## src/rtl/rv_decode_pkg.sv

```systemverilog
// Shared decode definitions: RV32 base opcodes, immediate format select, destination-write helper.
// Imported by imm_gen and decode_stage.
package rv_decode_pkg;

    localparam logic [6:0] OP_LUI    = 7'b0110111;
    localparam logic [6:0] OP_AUIPC  = 7'b0010111;
    localparam logic [6:0] OP_JAL    = 7'b1101111;
    localparam logic [6:0] OP_JALR   = 7'b1100111;
    localparam logic [6:0] OP_BRANCH = 7'b1100011;
    localparam logic [6:0] OP_LOAD   = 7'b0000011;
    localparam logic [6:0] OP_STORE  = 7'b0100011;
    localparam logic [6:0] OP_OP_IMM = 7'b0010011;
    localparam logic [6:0] OP_OP     = 7'b0110011;

    typedef enum logic [2:0] {
        IMM_NONE,
        IMM_R,
        IMM_I,
        IMM_S,
        IMM_B,
        IMM_U,
        IMM_J
    } imm_type_e;

    function automatic logic writes_rd(input logic [6:0] op, input logic [4:0] rd);
        return (rd != 5'd0) && (op != OP_STORE) && (op != OP_BRANCH);
    endfunction

endpackage

```

## src/rtl/decode_stage_imm_gen.sv

```systemverilog
// imm_gen: classifies an RV32 instruction word by immediate format and builds the sign-extended immediate.
// Purely combinational; R-type and unknown opcodes yield zero.
module imm_gen
    import rv_decode_pkg::*;
(
    input  logic [31:0] i_insn,
    output imm_type_e   o_imm_type,
    output logic [31:0] o_imm
);

    always_comb begin
        o_imm_type = IMM_NONE;
        case (i_insn[6:0])
            OP_OP:                          o_imm_type = IMM_R;
            OP_OP_IMM, OP_LOAD, OP_JALR:    o_imm_type = IMM_I;
            OP_STORE:                       o_imm_type = IMM_S;
            OP_BRANCH:                      o_imm_type = IMM_B;
            OP_LUI, OP_AUIPC:               o_imm_type = IMM_U;
            OP_JAL:                         o_imm_type = IMM_J;
            default:                        o_imm_type = IMM_NONE;
        endcase
    end

    always_comb begin
        o_imm = '0;
        case (o_imm_type)
            IMM_I: o_imm = {{20{i_insn[31]}}, i_insn[31:20]};
            IMM_S: o_imm = {{20{i_insn[31]}}, i_insn[31:25], i_insn[11:7]};
            IMM_B: o_imm = {{19{i_insn[31]}}, i_insn[31], i_insn[7], i_insn[30:25], i_insn[11:8], 1'b0};
            IMM_U: o_imm = {i_insn[31:12], 12'b0};
            IMM_J: o_imm = {{11{i_insn[31]}}, i_insn[31], i_insn[19:12], i_insn[20], i_insn[30:21], 1'b0};
            default: o_imm = '0;
        endcase
    end

endmodule

```

## src/rtl/decode_stage.sv

```systemverilog
// ID stage: decodes fetched instructions into a registered ID/EX bundle (1 cycle), stalling RAW hazards via a
// per-register outstanding-write scoreboard. Optional writeback bypass enabled by DECODE_WB_BYPASS_EN.
module decode_stage
    import rv_decode_pkg::*;
#(
    parameter int XLEN    = 32,
    parameter int SB_BITS = 2
) (
    input  logic            clock,
    input  logic            reset,
    input  logic            f_valid,
    output logic            f_ready,
    input  logic [31:0]     f_pc,
    input  logic [31:0]     f_insn,
    output logic [31:0]     addr_rs1,
    output logic [31:0]     addr_rs2,
    input  logic [XLEN-1:0] data_rs1,
    input  logic [XLEN-1:0] data_rs2,
    input  logic            wb_valid,
    input  logic [4:0]      wb_addr_rd,
    input  logic [XLEN-1:0] wb_data_rd,
    input  logic            flush,
    output logic            x_valid,
    input  logic            x_ready,
    output logic [31:0]     x_pc,
    output logic [31:0]     x_insn,
    output logic [XLEN-1:0] x_rs1_data,
    output logic [XLEN-1:0] x_rs2_data,
    output logic [31:0]     x_imm,
    output logic [4:0]      x_rd,
    output logic            x_reg_write,
    output logic            x_is_load
);

    localparam logic [SB_BITS-1:0] SB_MAX = '1;
    localparam logic [SB_BITS-1:0] SB_ONE = SB_BITS'(1);

    logic [SB_BITS-1:0] r_sb_cnt [32];
    logic [SB_BITS-1:0] w_sb_nxt [32];
    logic [31:0]        w_sb_uflow;

    logic            r_x_valid;
    logic [31:0]     r_x_pc;
    logic [31:0]     r_x_insn;
    logic [XLEN-1:0] r_x_rs1_data;
    logic [XLEN-1:0] r_x_rs2_data;
    logic [31:0]     r_x_imm;
    logic [4:0]      r_x_rd;
    logic            r_x_reg_write;
    logic            r_x_is_load;

    logic [6:0]      w_opcode;
    logic [4:0]      w_rs1;
    logic [4:0]      w_rs2;
    logic [4:0]      w_rd;
    imm_type_e       w_imm_type;
    logic [31:0]     w_imm;
    logic            w_rs1_used;
    logic            w_rs2_used;
    logic            w_reg_write;
    logic            w_rs1_haz;
    logic            w_rs2_haz;
    logic            w_rd_haz;
    logic            w_hazard;
    logic            w_load_en;
    logic            w_f_ready;
    logic            w_accept;
    logic            w_inc_en;
    logic            w_wb_dec;
    logic            w_kill_dec;
    logic [XLEN-1:0] w_rs1_data;
    logic [XLEN-1:0] w_rs2_data;

    assign w_opcode = f_insn[6:0];
    assign w_rd     = f_insn[11:7];
    assign w_rs1    = f_insn[19:15];
    assign w_rs2    = f_insn[24:20];

    assign addr_rs1 = {27'b0, w_rs1};
    assign addr_rs2 = {27'b0, w_rs2};

    imm_gen u_imm_gen (
        .i_insn     (f_insn),
        .o_imm_type (w_imm_type),
        .o_imm      (w_imm)
    );

    // Format type doubles as the operand-usage decode: U/J have no rs1, only R/S/B read rs2.
    assign w_rs1_used  = (w_rs1 != 5'd0) && (w_imm_type != IMM_U) && (w_imm_type != IMM_J);
    assign w_rs2_used  = (w_rs2 != 5'd0) &&
                         ((w_imm_type == IMM_R) || (w_imm_type == IMM_S) || (w_imm_type == IMM_B));
    assign w_reg_write = writes_rd(w_opcode, w_rd);

`ifdef DECODE_WB_BYPASS_EN
    logic w_wb_hit_rs1;
    logic w_wb_hit_rs2;

    assign w_wb_hit_rs1 = wb_valid && (wb_addr_rd == w_rs1);
    assign w_wb_hit_rs2 = wb_valid && (wb_addr_rd == w_rs2);

    // A retiring last writer satisfies the read in the same cycle.
    assign w_rs1_haz = w_rs1_used && (r_sb_cnt[w_rs1] != '0) &&
                       !(w_wb_hit_rs1 && (r_sb_cnt[w_rs1] == SB_ONE));
    assign w_rs2_haz = w_rs2_used && (r_sb_cnt[w_rs2] != '0) &&
                       !(w_wb_hit_rs2 && (r_sb_cnt[w_rs2] == SB_ONE));

    assign w_rs1_data = (w_rs1 == 5'd0) ? '0 : (w_wb_hit_rs1 ? wb_data_rd : data_rs1);
    assign w_rs2_data = (w_rs2 == 5'd0) ? '0 : (w_wb_hit_rs2 ? wb_data_rd : data_rs2);
`else
    logic w_unused_wb_data;

    assign w_unused_wb_data = ^{wb_data_rd, SB_ONE};
    assign w_rs1_haz  = w_rs1_used && (r_sb_cnt[w_rs1] != '0);
    assign w_rs2_haz  = w_rs2_used && (r_sb_cnt[w_rs2] != '0);
    assign w_rs1_data = (w_rs1 == 5'd0) ? '0 : data_rs1;
    assign w_rs2_data = (w_rs2 == 5'd0) ? '0 : data_rs2;
`endif

    assign w_rd_haz  = w_reg_write && (r_sb_cnt[w_rd] == SB_MAX);
    assign w_hazard  = w_rs1_haz || w_rs2_haz || w_rd_haz;
    assign w_load_en = !r_x_valid || x_ready;
    assign w_f_ready = w_load_en && !w_hazard && !flush;
    assign w_accept  = f_valid && w_f_ready;
    assign f_ready   = w_f_ready;

    assign w_inc_en   = w_accept && w_reg_write;
    assign w_wb_dec   = wb_valid && (wb_addr_rd != 5'd0);
    // A flushed writer still held here never reaches writeback, so its count is returned now.
    assign w_kill_dec = flush && r_x_valid && r_x_reg_write && !x_ready;

    for (genvar g = 0; g < 32; g++) begin : g_sb
        logic               w_inc;
        logic               w_dec_wb;
        logic               w_dec_kill;
        logic [SB_BITS:0]   w_sum;
        logic [SB_BITS:0]   w_dec;

        assign w_inc      = w_inc_en   && (w_rd       == 5'(g));
        assign w_dec_wb   = w_wb_dec   && (wb_addr_rd == 5'(g));
        assign w_dec_kill = w_kill_dec && (r_x_rd     == 5'(g));
        assign w_sum      = {1'b0, r_sb_cnt[g]} + (SB_BITS+1)'(w_inc);
        assign w_dec      = (SB_BITS+1)'(w_dec_wb) + (SB_BITS+1)'(w_dec_kill);
        assign w_sb_uflow[g] = (w_sum < w_dec);
        assign w_sb_nxt[g]   = w_sb_uflow[g] ? '0 : SB_BITS'(w_sum - w_dec);
    end

    always_ff @(posedge clock or posedge reset) begin
        if (reset) begin
            for (int i = 0; i < 32; i++) r_sb_cnt[i] <= '0;
        end else begin
            for (int i = 0; i < 32; i++) r_sb_cnt[i] <= w_sb_nxt[i];
        end
    end

    a_sb_no_underflow: assert property (@(posedge clock) disable iff (reset) w_sb_uflow == '0);

    always_ff @(posedge clock or posedge reset) begin
        if (reset) begin
            r_x_valid     <= 1'b0;
            r_x_pc        <= '0;
            r_x_insn      <= '0;
            r_x_rs1_data  <= '0;
            r_x_rs2_data  <= '0;
            r_x_imm       <= '0;
            r_x_rd        <= '0;
            r_x_reg_write <= 1'b0;
            r_x_is_load   <= 1'b0;
        end else begin
            if (flush)          r_x_valid <= 1'b0;
            else if (w_load_en) r_x_valid <= w_accept;

            if (w_accept) begin
                r_x_pc        <= f_pc;
                r_x_insn      <= f_insn;
                r_x_rs1_data  <= w_rs1_data;
                r_x_rs2_data  <= w_rs2_data;
                r_x_imm       <= w_imm;
                r_x_rd        <= w_rd;
                r_x_reg_write <= w_reg_write;
                r_x_is_load   <= (w_opcode == OP_LOAD);
            end
        end
    end

    assign x_valid     = r_x_valid;
    assign x_pc        = r_x_pc;
    assign x_insn      = r_x_insn;
    assign x_rs1_data  = r_x_rs1_data;
    assign x_rs2_data  = r_x_rs2_data;
    assign x_imm       = r_x_imm;
    assign x_rd        = r_x_rd;
    assign x_reg_write = r_x_reg_write;
    assign x_is_load   = r_x_is_load;

endmodule
```

## config.mk

```make
export PLATFORM = sky130hd
export DESIGN_NAME = decode_stage
export DESIGN_NICKNAME = d
export VERILOG_FILES = /design/src/rtl/rv_decode_pkg.sv /design/src/rtl/decode_stage_imm_gen.sv /design/src/rtl/decode_stage.sv
export SDC_FILE = /design/constraint.sdc
export NUM_CORES = 1
export LEC_CHECK = 0
export BUFFER_PORTS_ARGS = -buffer_cell sky130_fd_sc_hd__buf_2
export CORE_ASPECT_RATIO = 1.1
export CORE_MARGIN = 5
export CORE_UTILIZATION = 30
export DETAILED_ROUTE_END_ITERATION = 10
export SYNTH_ARGS = -nofsm -noshare
export SYNTH_HDL_FRONTEND = slang
export SYNTH_SLANG_ARGS = --single-unit
```

## constraint.sdc

```tcl
create_clock -name clock -period 6.9 [get_ports clock]
set_input_delay 0.345 -clock clock [delete_from_list [all_inputs] [get_ports clock]]
set_output_delay 0.345 -clock clock [all_outputs]
set_load 0.05 [all_outputs]
```

==> qor.txt <==
Die H: 243 um
outcome: completed
die area: 0.0540 sq mm
layout cells sized above 1: 27.8%
Worst Hold Depth: 3
GR Util All Layers: 15.8%
max cap viols: 0
clock transition at the registers of the reported paths: 60 ps
RR Endpoint: x_insn[13]$_DFFE_PP0N_
Post-DRT Antenna Nets: 0
DR pass1 iterations: 5
Post-DP HPWL: 33.4 mm
Worst EP required: 7320 ps
final instance area: 0.0177 sq mm
WL per Instance: 18.3 um
RSZ-0062 raised after global routing: false
cell taking the most area after synthesis: dfrtp_1
Top FF cell, synth: dfrtp_1
Congestion Overflow GR: 0
CTS max path bufs: 3
Post-CTS Setup Repair Bufs: 0
CTS H-tree depth: 1
CP Launch Type: flop
Num Clock Sinks: 227
peak supply drop: 250 uV
Post-synth EDFFs: 0
Final Skew: 27.5 ps
period utilisation layout: 62.7%
final net count: 2050
reg-to-reg critical path startpoint: r_sb_cnt[57]$_DFF_PP0_
most frequent cells in the layout: 317 x buf_2, 227 x dfrtp_1, 160 x inv_1
antenna violations before repair: 7
area grow syn2layout: 19.0%
Final Max Slew Viols: 0
most frequent CP cell: buf_4
first-pass GRT wire length: 68.6 mm
CP Max Fanout: 51
clk root buf: clkbuf_16
Hold Startpoint: data_rs2[24]
Synth area leaders: dfrtp_1 38%, ha_1 11%, mux2i_1 6.8%
vias post-DR: 11300
Die Wd: 222 um
CP Cell Sequence: nor2_1 > mux4_2 > a22oi_1 > nand4_1 > and4_1 > nand4b_4 > buf_4 > buf_4 > mux2_2
Cells after Synth: 1430
LEAKAGE: 9.50 nW
# setup viols final: 0
final WL: 43.9 mm
Post-route DRC: 0
DRT iter0 DRCs: 742
post-place setup slack: 2030 ps
number of global-route vias before repair: 11800
crit end category: flop
Seq/Total Area, Yosys: 38.3%
crit path buf inv count: 2
TritonCTS clock tree: done
num rows: 85
Total Power: 6.53 mW
GPL Wtd Cong: 0.900
PnR worst setup slack: 2570 ps
commonest non-fill, non-tap cell in the layout: buf_2
Initial Utilization: 30.3%
FF+latch count, synth: 227
Final Util: 36.1%
clock latency at the later pin of the worst-skew pair: 560 ps
Max Freq: 231 MHz
Crit path largest cell delay: 790 ps
mean number of vias per cell: 4.71
register area: 0.00568 sq mm
Filler cells: 4944
TritonCTS Buffers: 27
syn avg cell area: 10.4 sq um
post-synth cell types: 60
num ports: 404
async set-reset flop share out of synthesis: 100%
max_slew headroom: 36.0%
Hold Crit Endpoint: x_rs2_data[24]$_DFFE_PP0N_
synthesized area: 0.0148 sq mm
CP top delay family: buffers and inverters
synth warn: 0
IO Port Bufs: 317
Min-Delay Path Class: input pin to flop
setup TNS: 0 ps
r2r worst-path depth: 9
Worst-Margin Slew: 960 ps
Yosys top cell area share: 38.3%
Tmin final: 4330 ps
CP arrival: 4740 ps
Fin. Hold Viols: 0
CP Class: flop to flop
reg-to-reg setup timing slack: 2570 ps
power density over the cells: 370 mW/mm^2
area of placed instances: 0.0166 sq mm
area occupied by multi-input gates: 0.00786 sq mm
slowest CP cell: buf_4
core area: 0.0489 sq mm
pin count of the biggest net entering global routing: 107
synth_stat cells, drive strengths merged (2+ instances only):
| master | n |
|---|---|
| clkbuf | 31 |
| a311oi | 2 |
| a211oi | 6 |
| buf | 99 |
| dfrtp | 227 |
| or2 | 3 |
| nand3b | 4 |
| o21a | 2 |
| nor2b | 11 |
| fa | 32 |
| a22o | 7 |
| nor4 | 35 |
| mux4 | 19 |
| mux2 | 75 |
| nand4 | 4 |
| or3b | 2 |
| nor4b | 2 |
| nor3b | 19 |
| or3 | 9 |
| ha | 128 |
| a22oi | 5 |
| a21oi | 41 |
| inv | 161 |
| nand3 | 11 |
| nand2b | 10 |
| and3b | 2 |
| o21ai | 10 |
| xnor2 | 32 |
| mux2i | 101 |
| nand4b | 3 |
| nor3 | 32 |
| nor2 | 159 |
| and2 | 34 |
| nand2 | 98 |
power by group:
| part | internal (mW) | switching [mW] | leakage, nW | total [mW] |
|---|---|---|---|---|
| clock network | 0.894 | 0.595 | 0.451 | 1.49 |
| registers | 1.76 | 0.340 | 2.82 | 2.10 |
| logic | 0.827 | 2.11 | 6.23 | 2.93 |
| total | 3.49 | 3.04 | 9.50 | 6.53 |
metrics by stage:
step / cells / hold WS (ps)
4_1_cts: 2392 / 0.937
2_1_floorplan: 1485 / 452
3_3_place_gp: 2334 / 482
5_1_grt: 2393 / 5.96
3_5_place_dp: 2334 / 488
6_report: 2396 / 24.3
tightest hold or removal path: cells and delay by family:
kind          cells  cell delay (ps)
buf+inv           1               90
mux               1               50
simple gates      1               40
layout make-up:
cell class	count	area share (%)
Inverter	162	3.49
Timing Repair Buffer	335	9.86
Clock inverter	19	1.27
Sequential cell	227	32.2
Multi-Input combinational cell	966	44.5
Antenna cell	4	0.0567
Tap cell	652	4.62
Clock buffer	31	4.02
worst max-delay path by stage:
stage                                 startpoint                      to  slack, ps  cells past startpoint
after CTS                 r_sb_cnt[57]$_DFF_PP0_  x_insn[13]$_DFFE_PP0N_       2610                      9
after global routing                  f_insn[15]  x_insn[13]$_DFFE_PP0N_       2340                     11
after floorplan                            reset   r_sb_cnt[0]$_DFF_PP0_        340                      1
after global placement                f_insn[15]  x_insn[13]$_DFFE_PP0N_       2060                     11
final                     r_sb_cnt[57]$_DFF_PP0_  x_insn[13]$_DFFE_PP0N_       2570                      9
after detailed placement              f_insn[15]  x_insn[13]$_DFFE_PP0N_       2030                     11
state kept, by name (all words and copies together) (netlist names):
signal       flops
r_sb_cnt        64
x_imm           32
x_insn          32
x_is_load        1
x_pc            32
x_reg_write      1
x_rs1_data      32
x_rs2_data      32
x_valid          1
logic make-up (layout without fill, tap and decap cells):
family,count (synthesis),count (layout),share of synthesized area [%]
compound gates,82,82,3.69
xor+xnor,32,32,1.89
fa+ha+maj,160,160,15.1
buf+inv,292,547,10.2
flops,227,227,38.3
mux,195,195,16.4
other cells,1,60,0.0253
simple gates,441,441,14.5
metal layers:
layer / share of wire, % / vias to the layer above / wire length (um) / track usage, %
li1: - / 5226 / - / -
met1: 42 / 5564 / 18300 / 20.1
met2: 48 / 425 / 20900 / 26.5
met3: 8.3 / 71 / 3630 / 4.18
met4: 2.5 / 8 / 1100 / 4.35
met5: 0.12 / - / 52 / 0
repair_timing:
item                                   in CTS  in global routing
endpoints found under the hold margin      91                  0
gates resized for setup                     0                  0
hold buffers                                8                  0
Note: power is estimated with default switching activity, not from simulation.
